### src/rtl/dual_slope_pkg.sv
// Shared types for the dual-slope conversion sequencer.
// Latency: n/a (types, constants and a pure decode function only).
// Backpressure: n/a.
package dual_slope_pkg;

    typedef enum logic [2:0] {
        ST_IDLE     = 3'd0,
        ST_WAIT_REF = 3'd1,
        ST_DEAD     = 3'd2,
        ST_AZ       = 3'd3,
        ST_INT      = 3'd4,
        ST_DEINT    = 3'd5,
        ST_DONE     = 3'd6
    } state_t;

    // Bit positions inside the integrator switch vector.
    localparam int SW_AZ      = 0;
    localparam int SW_IN      = 1;
    localparam int SW_REF_POS = 2;
    localparam int SW_REF_NEG = 3;
    localparam int SW_W       = 4;

    // Switch pattern for a state. Only one bit can ever be set, so the
    // integrator network never sees two sources at once.
    function automatic logic [SW_W-1:0] sw_decode(input state_t st, input logic pol);
        logic [SW_W-1:0] v;
        v = '0;
        case (st)
            ST_AZ:    v[SW_AZ] = 1'b1;
            ST_INT:   v[SW_IN] = 1'b1;
            // Positive input charged the integrator up, so discharge with -Vref.
            ST_DEINT: if (pol) v[SW_REF_NEG] = 1'b1; else v[SW_REF_POS] = 1'b1;
            default:  ;
        endcase
        return v;
    endfunction

endpackage

### src/rtl/seq_phase_timer.sv
// Loadable down-counter timing every fixed-length sequencer phase; o_zero marks the last cycle.
// Latency: load takes effect next cycle; a load of N-1 gives an N-cycle phase.
// Backpressure: none; decrements whenever enabled, parks at zero.
// Ports: i_clk/i_rst_n clock and async reset, i_load/i_load_val load, i_en count enable, o_zero terminal flag.
module seq_phase_timer #(
    parameter int CNT_W = 16
) (
    input  logic             i_clk,
    input  logic             i_rst_n,
    input  logic             i_load,
    input  logic [CNT_W-1:0] i_load_val,
    input  logic             i_en,
    output logic             o_zero
);

    logic [CNT_W-1:0] r_cnt;

    always_ff @(posedge i_clk or negedge i_rst_n) begin
        if (!i_rst_n) begin
            r_cnt <= '0;
        end else if (i_load) begin
            r_cnt <= i_load_val;
        end else if (i_en && (r_cnt != '0)) begin
            r_cnt <= r_cnt - CNT_W'(1);
        end
    end

    assign o_zero = (r_cnt == '0);

endmodule

### src/rtl/dual_slope_sequencer.sv
// Dual-slope ADC controller: auto-zero, fixed integrate, reference de-integrate, signed-magnitude result.
// Latency: 1 + T_DEAD + T_AZ + T_DEAD + T_INT + T_DEAD + count cycles from start to valid_o.
// Backpressure: result/flags held in DONE until valid_o & ready_i; start_i ignored until then.
// Ports: clk_i/rst_n_i; start_i/abort_i control; comp_i/sat_hi_i/sat_lo_i/ref_ok_i status;
//        sw_*_o integrator switches; busy_o; result_o/polarity_o/ovr_o/err_o with valid_o/ready_i.
module dual_slope_sequencer #(
    parameter int CNT_W       = 16,
    parameter int T_AZ        = 1024,
    parameter int T_INT       = 10000,
    parameter int T_DEINT_MAX = 20000,
    parameter int T_REF_TO    = 4096,
    parameter int T_DEAD      = 2
) (
    input  logic             clk_i,
    input  logic             rst_n_i,
    input  logic             start_i,
    input  logic             abort_i,
    input  logic             comp_i,
    input  logic             sat_hi_i,
    input  logic             sat_lo_i,
    input  logic             ref_ok_i,
    output logic             sw_az_o,
    output logic             sw_in_o,
    output logic             sw_ref_pos_o,
    output logic             sw_ref_neg_o,
    output logic             busy_o,
    output logic [CNT_W-1:0] result_o,
    output logic             polarity_o,
    output logic             ovr_o,
    output logic             err_o,
    output logic             valid_o,
    input  logic             ready_i
);
    import dual_slope_pkg::*;

    // Timer loads are length-1 so that the zero flag lands on the last cycle.
    localparam logic [CNT_W-1:0] L_AZ     = CNT_W'(T_AZ - 1);
    localparam logic [CNT_W-1:0] L_INT    = CNT_W'(T_INT - 1);
    localparam logic [CNT_W-1:0] L_REF_TO = CNT_W'(T_REF_TO - 1);
    localparam logic [CNT_W-1:0] L_DEAD   = CNT_W'(T_DEAD - 1);
    localparam logic [CNT_W-1:0] L_DMAX   = CNT_W'(T_DEINT_MAX);

    state_t           r_state, w_state_nxt;
    state_t           r_tgt, w_tgt_nxt;      // phase entered once the dead gap expires
    logic [SW_W-1:0]  r_sw;
    logic [CNT_W-1:0] r_cnt, w_cnt_nxt, w_cnt_inc;
    logic [CNT_W-1:0] r_result, w_result_nxt;
    logic             r_polarity, w_pol_nxt;
    logic             r_ovr, w_ovr_nxt;
    logic             r_err, w_err_nxt;
    logic             w_ld;
    logic [CNT_W-1:0] w_ld_val;
    logic             w_tmr_zero;
    logic             w_busy;
    logic             w_ref_watch;
    logic             w_sat_watch;

    assign w_busy = (r_state != ST_IDLE) && (r_state != ST_DONE);

    seq_phase_timer #(.CNT_W(CNT_W)) u_timer (
        .i_clk      (clk_i),
        .i_rst_n    (rst_n_i),
        .i_load     (w_ld),
        .i_load_val (w_ld_val),
        .i_en       (w_busy),
        .o_zero     (w_tmr_zero)
    );

    always_comb begin
        w_state_nxt  = r_state;
        w_tgt_nxt    = r_tgt;
        w_cnt_nxt    = r_cnt;
        w_result_nxt = r_result;
        w_pol_nxt    = r_polarity;
        w_ovr_nxt    = r_ovr;
        w_err_nxt    = r_err;
        w_ld         = 1'b0;
        w_ld_val     = '0;
        w_cnt_inc    = r_cnt + CNT_W'(1);
        w_ref_watch  = (r_state == ST_DEAD) || (r_state == ST_AZ) ||
                       (r_state == ST_INT)  || (r_state == ST_DEINT);
        w_sat_watch  = (r_state == ST_INT)  || (r_state == ST_DEINT);

        // Priority: abort, reference loss, saturation, then normal sequencing.
        if (abort_i && (r_state != ST_IDLE)) begin
            w_state_nxt = ST_IDLE;
        end else if (w_ref_watch && !ref_ok_i) begin
            w_state_nxt  = ST_DONE;
            w_err_nxt    = 1'b1;
            w_result_nxt = '0;
        end else if (w_sat_watch && (sat_hi_i || sat_lo_i)) begin
            w_state_nxt  = ST_DONE;
            w_ovr_nxt    = 1'b1;
            w_result_nxt = '0;
        end else begin
            case (r_state)
                ST_IDLE: begin
                    if (start_i && !valid_o) begin
                        w_state_nxt  = ST_WAIT_REF;
                        w_ld         = 1'b1;
                        w_ld_val     = L_REF_TO;
                        w_result_nxt = '0;
                        w_pol_nxt    = 1'b0;
                        w_ovr_nxt    = 1'b0;
                        w_err_nxt    = 1'b0;
                    end
                end
                ST_WAIT_REF: begin
                    if (ref_ok_i) begin
                        w_state_nxt = ST_DEAD;
                        w_tgt_nxt   = ST_AZ;
                        w_ld        = 1'b1;
                        w_ld_val    = L_DEAD;
                    end else if (w_tmr_zero) begin
                        w_state_nxt = ST_DONE;
                        w_err_nxt   = 1'b1;
                    end
                end
                ST_DEAD: begin
                    if (w_tmr_zero) begin
                        w_state_nxt = r_tgt;
                        w_ld        = 1'b1;
                        w_ld_val    = (r_tgt == ST_AZ) ? L_AZ : L_INT;
                    end
                end
                ST_AZ: begin
                    if (w_tmr_zero) begin
                        w_state_nxt = ST_DEAD;
                        w_tgt_nxt   = ST_INT;
                        w_ld        = 1'b1;
                        w_ld_val    = L_DEAD;
                    end
                end
                ST_INT: begin
                    if (w_tmr_zero) begin
                        w_pol_nxt   = comp_i;
                        w_cnt_nxt   = '0;
                        w_state_nxt = ST_DEAD;
                        w_tgt_nxt   = ST_DEINT;
                        w_ld        = 1'b1;
                        w_ld_val    = L_DEAD;
                    end
                end
                ST_DEINT: begin
                    // Crossing is tested first so it wins over the limit.
                    if (comp_i != r_polarity) begin
                        w_state_nxt  = ST_DONE;
                        w_result_nxt = r_cnt;
                    end else if (w_cnt_inc == L_DMAX) begin
                        w_state_nxt  = ST_DONE;
                        w_result_nxt = L_DMAX;
                        w_ovr_nxt    = 1'b1;
                    end else begin
                        w_cnt_nxt = w_cnt_inc;
                    end
                end
                ST_DONE: begin
                    if (ready_i) w_state_nxt = ST_IDLE;
                end
                default: w_state_nxt = ST_IDLE;
            endcase
        end
    end

    always_ff @(posedge clk_i or negedge rst_n_i) begin
        if (!rst_n_i) begin
            r_state    <= ST_IDLE;
            r_tgt      <= ST_AZ;
            r_sw       <= '0;
            r_cnt      <= '0;
            r_result   <= '0;
            r_polarity <= 1'b0;
            r_ovr      <= 1'b0;
            r_err      <= 1'b0;
        end else begin
            r_state    <= w_state_nxt;
            r_tgt      <= w_tgt_nxt;
            // Decoding from the next state keeps switches aligned with the state register.
            r_sw       <= sw_decode(w_state_nxt, w_pol_nxt);
            r_cnt      <= w_cnt_nxt;
            r_result   <= w_result_nxt;
            r_polarity <= w_pol_nxt;
            r_ovr      <= w_ovr_nxt;
            r_err      <= w_err_nxt;
        end
    end

    assign sw_az_o      = r_sw[SW_AZ];
    assign sw_in_o      = r_sw[SW_IN];
    assign sw_ref_pos_o = r_sw[SW_REF_POS];
    assign sw_ref_neg_o = r_sw[SW_REF_NEG];
    assign busy_o       = w_busy;
    assign valid_o      = (r_state == ST_DONE);
    assign result_o     = r_result;
    assign polarity_o   = r_polarity;
    assign ovr_o        = r_ovr;
    assign err_o        = r_err;

endmodule

### config.mk
export PLATFORM = sky130hd
export DESIGN_NAME = dual_slope_sequencer
export DESIGN_NICKNAME = d
export VERILOG_FILES = /design/src/rtl/dual_slope_pkg.sv /design/src/rtl/seq_phase_timer.sv /design/src/rtl/dual_slope_sequencer.sv
export SDC_FILE = /design/constraint.sdc
export NUM_CORES = 1
export LEC_CHECK = 0
export CAP_MARGIN = 20
export CORE_MARGIN = 2
export CORE_UTILIZATION = 40
export DETAILED_ROUTE_END_ITERATION = 7
export GPL_TIMING_DRIVEN = 0
export HOLD_SLACK_MARGIN = 0.15
export PLACE_DENSITY = 0.66
export SLEW_MARGIN = 20
export SYNTH_ARGS = -nofsm -noshare
export SYNTH_HDL_FRONTEND = slang
export SYNTH_SLANG_ARGS = --single-unit
### constraint.sdc
create_clock -name clk_i -period 2.27 [get_ports clk_i]
set_input_delay 0.3405 -clock clk_i [delete_from_list [all_inputs] [get_ports clk_i]]
set_output_delay 0.3405 -clock clk_i [all_outputs]
set_load 0.005 [all_outputs]
==> impl_metrics.tcl <==
set metrics [dict create \
    status "finished, violations left" \
    violations "negative setup slack" \
    setup_viol 51 \
    startpoint_type "register" \
    dpl.hpwl_um 6940 \
    cts_tree "yes" \
    skew_ns 0.00925 \
    crit_top_cell "or4_4" \
    synth-edff-count 0 \
    grt_pass1_wl_um 17600 \
    ys_ff_latch 61 \
    clockBufferDepth 2 \
    wl_per_cell_um 18.5 \
    htree_levels 3 \
    critical_path_class "reg -> reg" \
    slowest_stage "or4_4" \
    grt_max_degree 32 \
    numPortBuffers 33 \
    instances_no_fill 597 \
    crit_fanout 5 \
    dieArea_sq_mm 0.0101 \
    core-area_sq_mm 0.00915 \
    ios 34 \
    area_growth_pct 45.1 \
    max_stage_delay_ns 0.57 \
    place_congestion 0.924 \
    rsz0062_at_grt "yes" \
    dp.cells 554 \
    clkSlewWorstSetupHoldPaths_ns 0.07 \
    rows 35 \
    ant_nets 0 \
    grt_pass1_vias 3490 \
    async_flop_share 1.00 \
    synth.most_common_cell "dfrtp_1" \
    initial_utilization 0.407 \
    grt_antenna_before_repair 0 \
    die_w_um 100 \
    required_ns 2.53 \
    synth_area_leaders "dfrtp_1 (40%), nand2_1 (3.6%), nor2_1 (3.3%), o211ai_1 (3.2%), nand3_1 (2.8%)" \
    numCtsBuffers 9 \
    firstDrtPassIters 5 \
    critPathArrivalTime_ns 2.72 \
    worst_pin_slew_ns 0.630 \
    synthesis.area_sq_mm 0.00372 \
    vias 3705 \
    relSlewSlack 0.580 \
    max_freq_mhz 408 \
    ys_seq_area_frac 0.411 \
    synth_cells 409 \
    synth_top_cell_area_share 0.397 \
    hold_viol 0 \
    synth_top_flop_cell "dfrtp_1" \
    clk_latency_ns 0.36 \
    fin_crit_ns 2.45 \
    routed_via_density 6.21 \
    synth_top_area_cell "dfrtp_1" \
    drt_iter0_markers 246 \
    overflow 0 \
    cp_cell_sequence "or4_4 -> or4_4 -> o31a_1 -> o21ai_2 -> o211ai_4 -> nor4b_2" \
    finalMaxSlewViolations 0 \
    num-nets-final 493 \
    grt_usage 0.217 \
    cts.sinks 61 \
    synthesis.nets 421 \
    num_antenna_cells 0 \
    regArea_sq_mm 0.00154 \
    multi_input_area_sq_mm 0.00268 \
    p_per_area_mw_per_mm2 934 \
    p_leak_uw 0.00218 \
    fillCellCount 748 \
    peakVddDrop_v 0.000645 \
    ys_types 74 \
    drc 0 \
    fin_hold_ws_ns 0.455 \
    min_period_over_period 1.08 \
    clock_tree.root_cell "clkbuf_8" \
    synth_warnings 0 \
    routed_wl_um 11100 \
    drive_above_1_share 0.372 \
    fin_ws_ns -0.183 \
    yosys-top-cells-count "dfrtp_1 (59), nand2_1 (36), nor2_1 (33), nand3_1 (21), a21oi_1 (18)" \
    final_core_util 0.590 \
    synth.avg_cell_area_sq_um 9.10 \
    drv_cap 0 \
    die_h_um 100 \
    hold_class "in -> async" \
    endpoint_kind "register" \
    reg2reg_slack_ns -0.18 \
]
-- sequential cells by signal, indices dropped and copies added, names as in the netlist --
signal / count
r_sw: 4
r_state: 3
result_o: 16
u_timer.r_cnt: 16
r_cnt: 16
r_tgt: 3
err_o: 1
polarity_o: 1
ovr_o: 1
-- cell families after synthesis --
family	after synthesis	synth area share
flops	61	0.411
xor+xnor	15	0.0353
simple gates	175	0.259
fa+ha+maj	3	0.0101
buf+inv	35	0.0403
mux	7	0.0198
compound gates	113	0.225
-- final timing paths --
| path | from | to | depth (start not counted) |
|---|---|---|---|
| worst max-delay path | u_timer.r_cnt[14] | r_sw[3] | 6 |
| worst min-delay path | rst_n_i | u_timer.r_cnt[15] | 2 |
| worst max register to register | u_timer.r_cnt[14] | r_sw[3] | 6 |
| worst min register to register | result_o[8] | result_o[8] | 1 |
| max in group asynchronous | rst_n_i | r_tgt[0] | 3 |
| min in group clk_i | result_o[8] | result_o[8] | 1 |
-- report_power, final --
group	switching (uW)	total (uW)	leakage, uW	internal (uW)
Combinational	1330	2460	0.00129	1130
Sequential	264	1610	0.000789	1350
Clock	472	972	0.0000987	500
Total	2060	5040	0.00218	2980
-- layout make-up --
| type | instances | area share |
|---|---|---|
| plain buffers | 17 | 0.0292 |
| flip-flops and latches | 61 | 0.285 |
| inverters | 12 | 0.00857 |
| clock buffers | 9 | 0.0229 |
| well taps | 111 | 0.0257 |
| repair buffers | 67 | 0.120 |
| multi-input cells | 313 | 0.497 |
| clock inverters | 7 | 0.0123 |
-- placed cells by master, fill, tap and decap left out, drive strengths merged, types with 5 or more instances in the layout --
master	synthesis	routed
xnor2	12	12
nand4	5	5
a2bb2oi	6	6
clkbuf	15	18
nor4	10	10
nor3	16	16
a21oi	19	19
clkinv	1	6
nand3	21	21
and3	9	9
a31oi	7	7
or4	12	12
nand2b	5	5
nor2	33	33
dfrtp	59	59
inv	11	11
buf	8	42
nand2	36	36
a22o	13	13
o21ai	15	15
clkdlybuf4s50	0	31
o211ai	17	17
-- critical path, delay by kind of cell, from the launching register on --
family	cells	cell delay (ns)
AOI/OAI and AO/OA	3	0.59
and+or+nand+nor	3	1.35
DFF	1	0.43
-- metal layers --
layer	vias to the layer above	part of all wire	global-route usage
li1	1705	-	-
met1	1839	0.45	0.309
met2	139	0.48	0.332
met3	22	0.054	0.0492
met4	0	0.016	0.0643
met5	-	0	0
-- repair_timing --
item / in CTS / in global routing
pin swaps: 41 / 41
resized for setup: 87 / 81
endpoints found under the hold margin: 30 / 0
endpoints found under the setup margin: 61 / 61
cloned: 3 / 0
hold buffers: 1 / 0
setup buffers: 22 / 7
-- per-stage QoR --
stage | TNS [ns] | total power, uW | setup WS [ns] | instance area (sq um)
after detailed placement | -41.54 | 3360 | -1.02 | 4260
after global placement | -108.58 | 3320 | -1.19 | 4240
final | -3.81 | 5040 | -0.183 | 5400
after global routing | -7.31 | 5340 | -0.227 | 5400
after floorplan | -0.115 | 2770 | -0.0227 | 3770
after CTS | -1.97 | 4720 | -0.133 | 4970
Note: power is estimated with default switching activity, not from simulation.
